--- config.mk ---
export PLATFORM = sky130hd
export DESIGN_NAME = mem_port_arbiter
export DESIGN_NICKNAME = d
export VERILOG_FILES = /design/src/rtl/mem_port_arbiter_pkg.sv /design/src/rtl/mem_port_arbiter.sv
export SDC_FILE = /design/constraint.sdc
export NUM_CORES = 1
export LEC_CHECK = 0
export CAP_MARGIN = 20
export CORE_MARGIN = 1
export CORE_UTILIZATION = 45
export CTS_BUF_LIST = sky130_fd_sc_hd__clkbuf_8
export DETAILED_ROUTE_END_ITERATION = 8
export DONT_BUFFER_PORTS = 1
export GPL_TIMING_DRIVEN = 0
export PLACE_DENSITY_LB_ADDON = 0.1
export SLEW_MARGIN = 20
export SYNTH_ARGS = -nofsm -noshare
export SYNTH_HDL_FRONTEND = slang
export SYNTH_SLANG_ARGS = --single-unit
export TNS_END_PERCENT = 1
--- constraint.sdc ---
create_clock -name iClk -period 3.7 [get_ports iClk]
set_input_delay 0.185 -clock iClk [delete_from_list [all_inputs] [get_ports iClk]]
set_output_delay 0.185 -clock iClk [all_outputs]
set_load 0.01 [all_outputs]
--- src/rtl/mem_port_arbiter_pkg.sv ---
// Shared types and constants for the IF/ME memory port arbiter.
//   ARB_*            : arbiter FSM state encodings
//   GNT_*            : grant owner encodings
//   mem_bus_req_t    : latched bus transaction payload (we, be, addr, wdata)
package mem_port_arbiter_pkg;

  localparam int unsigned XLEN = 32;
  localparam int unsigned BE_W = 4;

  // FSM state encodings
  localparam logic [1:0] ARB_IDLE = 2'd0;
  localparam logic [1:0] ARB_BUS  = 2'd1;
  localparam logic [1:0] ARB_RESP = 2'd2;

  // Grant owner encodings
  localparam logic GNT_IF = 1'b0;
  localparam logic GNT_ME = 1'b1;

  typedef struct packed {
    logic            we;
    logic [BE_W-1:0] be;
    logic [XLEN-1:0] addr;
    logic [XLEN-1:0] wdata;
  } mem_bus_req_t;

endpackage

--- src/rtl/mem_port_arbiter.sv ---
// Shares one memory bus between the IF (fetch) and ME (load/store) stages.
//   iClk/nRst            : clock, synchronous active-high reset
//   iIF_*/oIF_*          : fetch request, flush, registered result (data/valid/err)
//   iME_*/oME_*          : load/store request, registered result (rdata/valid/err)
//   oStall_IF/oStall_ME  : combinational stalls to the hazard unit
//   oBus_*/iBus_*        : single-master memory bus with ack/err, timeout abort
module mem_port_arbiter
  import mem_port_arbiter_pkg::*;
#(
  parameter int unsigned TIMEOUT_CYCLES = 16
) (
  input  logic            iClk,
  input  logic            nRst,
  input  logic            iIF_req,
  input  logic [XLEN-1:0] iIF_addr,
  input  logic            iFlush_IF,
  output logic [XLEN-1:0] oIF_data,
  output logic            oIF_valid,
  output logic            oIF_err,
  output logic            oStall_IF,
  input  logic            iME_req,
  input  logic            iME_we,
  input  logic [BE_W-1:0] iME_be,
  input  logic [XLEN-1:0] iME_addr,
  input  logic [XLEN-1:0] iME_wdata,
  output logic [XLEN-1:0] oME_rdata,
  output logic            oME_valid,
  output logic            oME_err,
  output logic            oStall_ME,
  output logic            oBus_req,
  output logic            oBus_we,
  output logic [BE_W-1:0] oBus_be,
  output logic [XLEN-1:0] oBus_addr,
  output logic [XLEN-1:0] oBus_wdata,
  input  logic            iBus_ack,
  input  logic [XLEN-1:0] iBus_rdata,
  input  logic            iBus_err
);

  localparam int unsigned CNT_W = (TIMEOUT_CYCLES == 0) ? 1 : $clog2(TIMEOUT_CYCLES + 1);

  logic [1:0]      state_q, state_d;
  logic            grant_q, grant_d;
  mem_bus_req_t    bus_q, bus_d;
  logic            bus_req_q, bus_req_d;
  logic [CNT_W-1:0] cnt_q, cnt_d;
  logic            flush_q, flush_d;
  logic [XLEN-1:0] if_data_q, if_data_d;
  logic            if_valid_q, if_valid_d;
  logic            if_err_q, if_err_d;
  logic [XLEN-1:0] me_rdata_q, me_rdata_d;
  logic            me_valid_q, me_valid_d;
  logic            me_err_q, me_err_d;

  logic [CNT_W-1:0] cnt_inc;
  logic            timeout;
  logic            resp_err;
  logic [XLEN-1:0] resp_data;
  logic            if_flushed;

  // Timeout fires on the TIMEOUT_CYCLES-th BUS cycle; an ack in that cycle wins.
  assign cnt_inc = cnt_q + CNT_W'(1);
  assign timeout = (TIMEOUT_CYCLES != 0) && (cnt_inc == CNT_W'(TIMEOUT_CYCLES)) && !iBus_ack;

  // Flush requested now or earlier in this fetch discards its result.
  assign if_flushed = flush_q | iFlush_IF;

  // Next-state, bus latch and response capture
  always_comb begin
    state_d    = state_q;
    grant_d    = grant_q;
    bus_d      = bus_q;
    bus_req_d  = bus_req_q;
    cnt_d      = cnt_q;
    flush_d    = flush_q;
    if_data_d  = if_data_q;
    if_valid_d = 1'b0;
    if_err_d   = 1'b0;
    me_rdata_d = me_rdata_q;
    me_valid_d = 1'b0;
    me_err_d   = 1'b0;
    resp_err   = 1'b1;
    resp_data  = '0;

    if (iBus_ack) begin
      resp_err  = iBus_err;
      resp_data = bus_q.we ? '0 : iBus_rdata;
    end

    case (state_q)
      ARB_IDLE: begin
        flush_d = 1'b0;
        // ME is the older instruction, so it wins a simultaneous request.
        if (iME_req) begin
          grant_d     = GNT_ME;
          bus_d.we    = iME_we;
          bus_d.be    = iME_be;
          bus_d.addr  = iME_addr;
          bus_d.wdata = iME_wdata;
          bus_req_d   = 1'b1;
          cnt_d       = '0;
          state_d     = ARB_BUS;
        end else if (iIF_req) begin
          grant_d     = GNT_IF;
          bus_d.we    = 1'b0;
          bus_d.be    = 4'hF;
          bus_d.addr  = iIF_addr;
          bus_d.wdata = '0;
          bus_req_d   = 1'b1;
          cnt_d       = '0;
          state_d     = ARB_BUS;
        end
      end
      ARB_BUS: begin
        cnt_d = cnt_inc;
        if (iFlush_IF && (grant_q == GNT_IF)) flush_d = 1'b1;
        if (iBus_ack || timeout) begin
          bus_req_d = 1'b0;
          state_d   = ARB_RESP;
          if (grant_q == GNT_ME) begin
            me_rdata_d = resp_data;
            me_valid_d = 1'b1;
            me_err_d   = resp_err;
          end else if (!if_flushed) begin
            if_data_d  = resp_data;
            if_valid_d = 1'b1;
            if_err_d   = resp_err;
          end
        end
      end
      ARB_RESP: begin
        flush_d = 1'b0;
        state_d = ARB_IDLE;
      end
      default: begin
        bus_req_d = 1'b0;
        flush_d   = 1'b0;
        state_d   = ARB_IDLE;
      end
    endcase
  end

  // State and output registers
  always_ff @(posedge iClk) begin
    if (nRst) begin
      state_q    <= ARB_IDLE;
      grant_q    <= GNT_IF;
      bus_q      <= '0;
      bus_req_q  <= 1'b0;
      cnt_q      <= '0;
      flush_q    <= 1'b0;
      if_data_q  <= '0;
      if_valid_q <= 1'b0;
      if_err_q   <= 1'b0;
      me_rdata_q <= '0;
      me_valid_q <= 1'b0;
      me_err_q   <= 1'b0;
    end else begin
      state_q    <= state_d;
      grant_q    <= grant_d;
      bus_q      <= bus_d;
      bus_req_q  <= bus_req_d;
      cnt_q      <= cnt_d;
      flush_q    <= flush_d;
      if_data_q  <= if_data_d;
      if_valid_q <= if_valid_d;
      if_err_q   <= if_err_d;
      me_rdata_q <= me_rdata_d;
      me_valid_q <= me_valid_d;
      me_err_q   <= me_err_d;
    end
  end

  // Stalls release only in the granted port's RESP cycle; flush does not affect them.
  assign oStall_IF = iIF_req & ~((state_q == ARB_RESP) && (grant_q == GNT_IF));
  assign oStall_ME = iME_req & ~((state_q == ARB_RESP) && (grant_q == GNT_ME));

  assign oIF_data   = if_data_q;
  assign oIF_valid  = if_valid_q;
  assign oIF_err    = if_err_q;
  assign oME_rdata  = me_rdata_q;
  assign oME_valid  = me_valid_q;
  assign oME_err    = me_err_q;
  assign oBus_req   = bus_req_q;
  assign oBus_we    = bus_q.we;
  assign oBus_be    = bus_q.be;
  assign oBus_addr  = bus_q.addr;
  assign oBus_wdata = bus_q.wdata;

endmodule

==> results of run 1 <==
-- metrics by stage --
stage          hold slack [ps]  instances  area, sq um
2_1_floorplan              346        587         5850
3_3_place_gp               349        759         6070
3_5_place_dp               359        759         6070
4_1_cts                   1.35        905         7560
5_1_grt                   2.59        907         7580
6_report                  30.1        907         7580
-- area by class of cell --
type | count | area share
Sequential cell | 147 | 0.388
Multi-Input combinational cell | 392 | 0.351
Timing Repair Buffer | 116 | 0.153
Clock buffer | 23 | 0.0417
Buffer | 45 | 0.0310
Tap cell | 172 | 0.0284
Clock inverter | 9 | 0.00511
Inverter | 3 | 0.00148
-- layer usage --
layer / part of all wire / vias to the layer above / track usage
met5: 0 / - / 0
met4: 0.014 / 0 / 0.0821
met3: 0.086 / 27 / 0.0952
met2: 0.49 / 208 / 0.404
met1: 0.41 / 2327 / 0.270
li1: - / 2311 / -
-- cell families (layout without fill, tap and decap cells) --
logic type / count (synthesis) / count (layout)
AND/OR/NAND/NOR: 203 / 203
flip-flops: 147 / 147
multiplexers: 96 / 96
AO/OA/AOI/OAI: 90 / 90
buffers and inverters: 48 / 196
XOR/XNOR: 2 / 2
adder cells (fa/ha/maj): 1 / 1
-- sequential cells by signal, summed over array words and instances (netlist names) --
register and count:
oBus_addr 32, oBus_wdata 32, oIF_data 32, oME_rdata 32, cnt_q 5, oBus_be 4, state_q 2, flush_q 1
grant_q 1, oBus_req 1, oBus_we 1, oIF_err 1, oIF_valid 1, oME_err 1, oME_valid 1
-- power groups by stage --
| stage | sequential [W] | combinational [W] | clock (W) |
|---|---|---|---|
| after floorplan | 0.00179 | 0.000280 | 0 |
| after global placement | 0.00182 | 0.000339 | 0 |
| after detailed placement | 0.00182 | 0.000350 | 0 |
| after CTS | 0.00178 | 0.000455 | 0.00115 |
| after global routing | 0.00179 | 0.000508 | 0.00123 |
| final | 0.00178 | 0.000465 | 0.00111 |
-- cells in the mapped netlist (2+ instances only) --
cell	instances	area [sq um]
nor2b_1	3	18.8
o22ai_1	4	25.0
clkbuf_1	19	71.3
nand2b_1	65	407
nand2_1	34	128
buf_1	5	18.8
nand3_1	2	10.0
nor3b_1	2	15.0
buf_6	6	67.6
buf_2	13	65.1
mux2i_1	96	961
a21boi_0	2	15.0
and2_1	2	12.5
inv_1	3	11.3
dfxtp_1	147	2940
a21oi_1	5	25.0
nor2_1	85	319
a211oi_1	33	248
a22oi_1	36	270
nor3_1	5	25.0
-- worst paths after layout --
kind / end
max reg2reg: oME_rdata[31]$_SDFFE_PP0P_
max: oME_rdata[31]$_SDFFE_PP0P_
min reg2reg: flush_q$_SDFFE_PP0P_
min: oBus_addr[22]$_SDFFE_PP0P_
-- critical path, delay by kind of cell (launching register included) --
kind                   cells  cell delay, ps
buffers and inverters      1             590
DFF                        1             400
and+or+nand+nor            2             560
muxes                      1             130
-- repair_timing --
action                    CTS  global route
hold endpoints to repair  127             2
buffers inserted            0             0
hold buffers              114             2
==> flow_summary_export.csv, run 1 <==
group,metric,value,unit
status,status,"complete, no violations",
synthesis,synth_cells,587,
cts,insertion_delay,430,ps
synthesis,synth_cell_types,40,
worst_setup_path,critPathMaxStageDelay,590,ps
worst_setup_path,crit_required,4070,ps
timing,rsz0062_at_grt,"no",
timing,maxSlewHeadroom,0.473,
timing,skew,9.34,ps
worst_setup_path,critPathArrivalTime,2110,ps
cells_and_area,regArea,2940,sq um
power_and_ir_drop,powerDensity,443,nW/um^2
power_and_ir_drop,seqPwrFrac,0.530,
floorplan,rows,41,
worst_setup_path,critPathMaxFanout,4,
floorplan,pin_count,280,
power_and_ir_drop,clock_power_share,0.331,
cells_and_area,drive_above_1_share,0.0735,
routing,dr.pass1.iters,5,
power_and_ir_drop,ir_drop,261,uV
job,maxCapViolCount,0,
global_routing,first_global_vias,4812,
power_and_ir_drop,p_sw,0.000904,W
power_and_ir_drop,combPwrFrac,0.138,
cts,path_clk_slew,70,ps
floorplan,core_area,12700,sq um
worst_setup_path,ff2ff_path_depth,4,
synthesis,yosysSeqAreaShare,0.503,
timing,min_period_over_period,0.472,
timing,layout_min_cycle_time,1750,ps
power_and_ir_drop,p_leak,3.30,nW
power_and_ir_drop,swShare,0.269,
placed_design,io_buffer_count,0,
synthesis,synthArstFlopShare,0,
cts,cts.repair.resized,0,
synthesis,yosys_warnings,0,
timing,tns,0,ps
cells_and_area,final_common_cell,"dfxtp_1",
synthesis,yosys.area_share.adder,0.00214,
global_routing,gr-usage-all-layers,0.238,
floorplan,dieArea,13500,sq um
cts,cts_buffers,17,
synthesis,synth_ff_type,"dfxtp_1",
timing,tightestPinTransition,784,ps
floorplan,die_x,116,microns
placed_design,pre_cts_ws,1970,ps
worst_setup_path,reg2reg_slack,1950,ps
worst_setup_path,r2r-start,"oBus_we$_SDFFE_PP0P_",
routing,ant_nets,0,
cts,cts_tree,"yes",
cells_and_area,nNetsFinal,863,
worst_setup_path,path_cells,"nor3_1 > nand2_1 > dlygate4sd3_1 > mux2i_1",
worst_hold_path,hold_path_depth,2,
timing,fmax,0.572,GHz
synthesis,synth_area,5850,sq um
routing,routed_wl,16.4,mm
cts,htree_levels,4,
cells_and_area,post-route-util,0.598,
placed_design,gp_congestion,0.736,
cells_and_area,multiInputGateArea,2660,sq um
synthesis,synth_top_family_by_area,"simple AND/OR/NAND/NOR gates",
timing,finalHoldViolCount,0,
worst_setup_path,crit_start,"oBus_we$_SDFFE_PP0P_",
cts,clock-sinks,147,
power_and_ir_drop,cell_internal_pwr,0.00246,W
cells_and_area,antenna_cells,0,
timing,worst_slack,1950,ps
timing,report.final.slew_viol_count,0,
worst_hold_path,hp-class,"primary input to flip-flop",
routing,vias_per_cell,5.37,
worst_setup_path,crit_path_top_delay_cell,"dlygate4sd3_1",
synthesis,synth-xor-area-share,0.00299,
routing,drc,0,
routing,vias,4873,
cells_and_area,final_cell_mix,"dfxtp_1, dlygate4sd3_1, mux2i_1",
cells_and_area,synthToLayoutAreaGrowth,29.6,%
synthesis,synth_fp_nets,728,
cells_and_area,nFillCells,1088,
synthesis,ys_ff_latch,147,
global_routing,grt_max_degree,17,
floorplan,fp.dieH,116,microns
global_routing,grt_overflow,0,
cts,clockBufferDepth,2,
synthesis,synth_edf_count,0,
synthesis,synth.avg_cell_area,9.97,sq um
routing,drtIter0Drc,166,
global_routing,grt_pass1_wl,24.4,mm
synthesis,synth_compound_area_frac,0.118,
worst_setup_path,cp-end-kind,"flip-flop",
power_and_ir_drop,p_total,0.00336,W
synthesis,synthSimpleGateAreaFrac,0.168,
timing,setup_violations,0,
global_routing,grt_antenna_before_repair,0,
floorplan,start_util,0.462,
worst_setup_path,crit_type,"flip-flop to flip-flop",
worst_hold_path,min_from,"iIF_addr[22]",
cts,cts-root-buf,"clkbuf_8",
placed_design,dpl.hpwl,10.9,mm
worst_setup_path,critPathLaunchType,"flip-flop",
routing,wl_per_cell,18.1,microns
synthesis,synth_mux_area_frac,0.164,
No activity file was read; power rests on OpenSTA's default activity.
==> inputs of run 2 (changes only) <==
- clock period: 3.7 -> 1.8 ns (I/O delays scaled with it)
==> run 2 against run 1 <==
Worst hold slack better by 34 ps; utilization is 2.0 points higher; critical path depth is 1 higher; clock power is 110% higher; flip-flop and latch count stayed put; first-iteration DRC count is 3.0% higher; sequential share of layout area is 1.2 points lower; combinational power is 120% higher; global-route usage is 0.82 points higher; setup slack worse by 1800 ps; final area is 3.3% higher; largest cell class unchanged.
==> flow_summary_export.csv, run 2 (same netlist as run 1, synthesis figures left out) <==
group,metric,value,unit
status,status,"complete, no violations",
placed_design,place_inst,759,
worst_setup_path,ff2ff_path_depth,5,
routing,drtIter0Drc,171,
routing,ant_nets,0,
worst_setup_path,critPathArrivalTime,2030,ps
cells_and_area,final_cells,931,
routing,drc,0,
worst_setup_path,r2r-start,"state_q[1]$_SDFFE_PP0P_",
worst_setup_path,cp-end-kind,"flip-flop",
timing,report.final.slew_viol_count,0,
cts,cts-root-buf,"clkbuf_8",
global_routing,grt_max_degree,17,
global_routing,gr-usage-all-layers,0.246,
placed_design,gp_congestion,0.736,
cells_and_area,final_cell_mix,"dfxtp_1, dlygate4sd3_1, mux2i_1",
timing,tightestPinTransition,760,ps
placed_design,pre_cts_ws,69.8,ps
cells_and_area,drive_above_1_share,0.0777,
cts,clockBufferDepth,2,
placed_design,io_buffer_count,0,
timing,setup_violations,0,
timing,fmax,0.599,GHz
timing,layout_min_cycle_time,1670,ps
worst_setup_path,crit_start,"state_q[1]$_SDFFE_PP0P_",
power_and_ir_drop,p_total,0.00698,W
timing,maxSlewHeadroom,0.489,
worst_setup_path,crit_type,"flip-flop to flip-flop",
floorplan,start_util,0.462,
routing,dr.pass1.iters,4,
timing,hold_ws,64.0,ps
cts,insertion_delay,430,ps
global_routing,grt_overflow,0,
cts,path_clk_slew,70,ps
cts,cts_tree,"yes",
cells_and_area,final_common_cell,"dfxtp_1",
routing,vias_per_cell,5.39,
power_and_ir_drop,p_leak,3.41,nW
worst_setup_path,critPathMaxFanout,10,
timing,finalHoldViolCount,0,
floorplan,rows,41,
routing,vias,5015,
worst_setup_path,reg2reg_slack,130,ps
routing,routed_wl,16.8,mm
cells_and_area,antenna_cells,0,
floorplan,core_area,12700,sq um
global_routing,grt_antenna_before_repair,0,
power_and_ir_drop,powerDensity,891,nW/um^2
worst_setup_path,endpoint,"oME_rdata[25]$_SDFFE_PP0P_",
cts,cts_buffers,17,
cells_and_area,synthToLayoutAreaGrowth,33.9,%
floorplan,pin_count,280,
cells_and_area,post-route-util,0.618,
floorplan,fp.dieH,116,microns
worst_setup_path,crit_required,2160,ps
power_and_ir_drop,ir_drop,537,uV
cts,htree_levels,4,
job,maxCapViolCount,0,
global_routing,first_global_vias,5055,
placed_design,dpl.hpwl,10.9,mm
cts,clock-sinks,147,
floorplan,dieArea,13500,sq um
worst_setup_path,critPathLaunchType,"flip-flop",
worst_hold_path,hp-class,"primary input to flip-flop",
global_routing,grt_pass1_wl,25.3,mm
routing,wl_per_cell,18.1,microns
timing,rsz0062_at_grt,"yes",
floorplan,die_x,116,microns
timing,min_period_over_period,0.928,
cells_and_area,nNetsFinal,887,
timing,skew,8.29,ps
worst_setup_path,r2r_end,"oME_rdata[25]$_SDFFE_PP0P_",
timing,worst_slack,130,ps
-- run 2: cell types whose count changed in the layout (fill, tap and decap cells not counted) --
| cell | delta |
|---|---|
| clkbuf_2 | +3 |
| buf_1 | -1 |
| dlygate4sd3_1 | +24 |
| ha_2 | +1 |
| nor3_2 | +1 |
| clkbuf_1 | -2 |
| ha_1 | -1 |
| nor3_1 | -1 |
-- run 2: routing by layer --
metal	share of wire	GRT usage
met5	0	0
met4	0.025	0.103
met3	0.087	0.0952
met2	0.49	0.419
met1	0.40	0.273
-- run 2: worst min-delay path by stage --
stage | startpoint | end | depth (start not counted)
finish | iBus_ack | oIF_data[31]$_SDFFE_PP0P_ | 3
global route | iBus_ack | oIF_data[31]$_SDFFE_PP0P_ | 3
CTS | iBus_ack | oIF_data[31]$_SDFFE_PP0P_ | 3
detailed placement | iME_wdata[18] | oBus_wdata[18]$_SDFFE_PP0P_ | 2
global placement | iME_wdata[14] | oBus_wdata[14]$_SDFFE_PP0P_ | 2
floorplan | iBus_rdata[0] | oIF_data[0]$_SDFFE_PP0P_ | 2
-- run 2: final cells by class --
| class | count | area, sq um |
|---|---|---|
| Timing Repair Buffer | 140 | 1400 |
| Tap cell | 172 | 215 |
| Inverter | 3 | 11.3 |
| Fill cell | 1059 | 4840 |
| Clock inverter | 9 | 38.8 |
| Buffer | 45 | 239 |
| Multi-Input combinational cell | 392 | 2670 |
| Sequential cell | 147 | 2940 |
| Clock buffer | 23 | 317 |
-- run 2: timing repair --
item                                   CTS  global route
setup buffers                            0             0
setup endpoints to repair                0            72
endpoints found under the hold margin  140             0
hold buffers                           140             0
gates resized for setup                  0             7
-- run 2: per-stage QoR --
| step | cell area (sq um) | setup TNS (ps) |
|---|---|---|
| floorplan | 5850 | 0 |
| global placement | 6070 | 0 |
| detailed placement | 6070 | 0 |
| CTS | 7820 | 0 |
| global route | 7840 | -67.4 |
| finish | 7840 | 0 |
-- run 2: where the power goes --
part           switching, W  leakage, nW  total (W)  internal (W)
logic              0.000500         2.01    0.00102      0.000518
clock network       0.00115        0.208    0.00229       0.00114
registers          0.000233         1.20    0.00367       0.00344
total               0.00188         3.41    0.00698       0.00510
-- run 2: worst max-delay path, stage by stage (launching register included) --
cell and delay [ps]:
dfxtp_1 460, nand3b_1 300, nor2_1 120, a2bb2oi_4 280, buf_6 220, mux2i_1 210
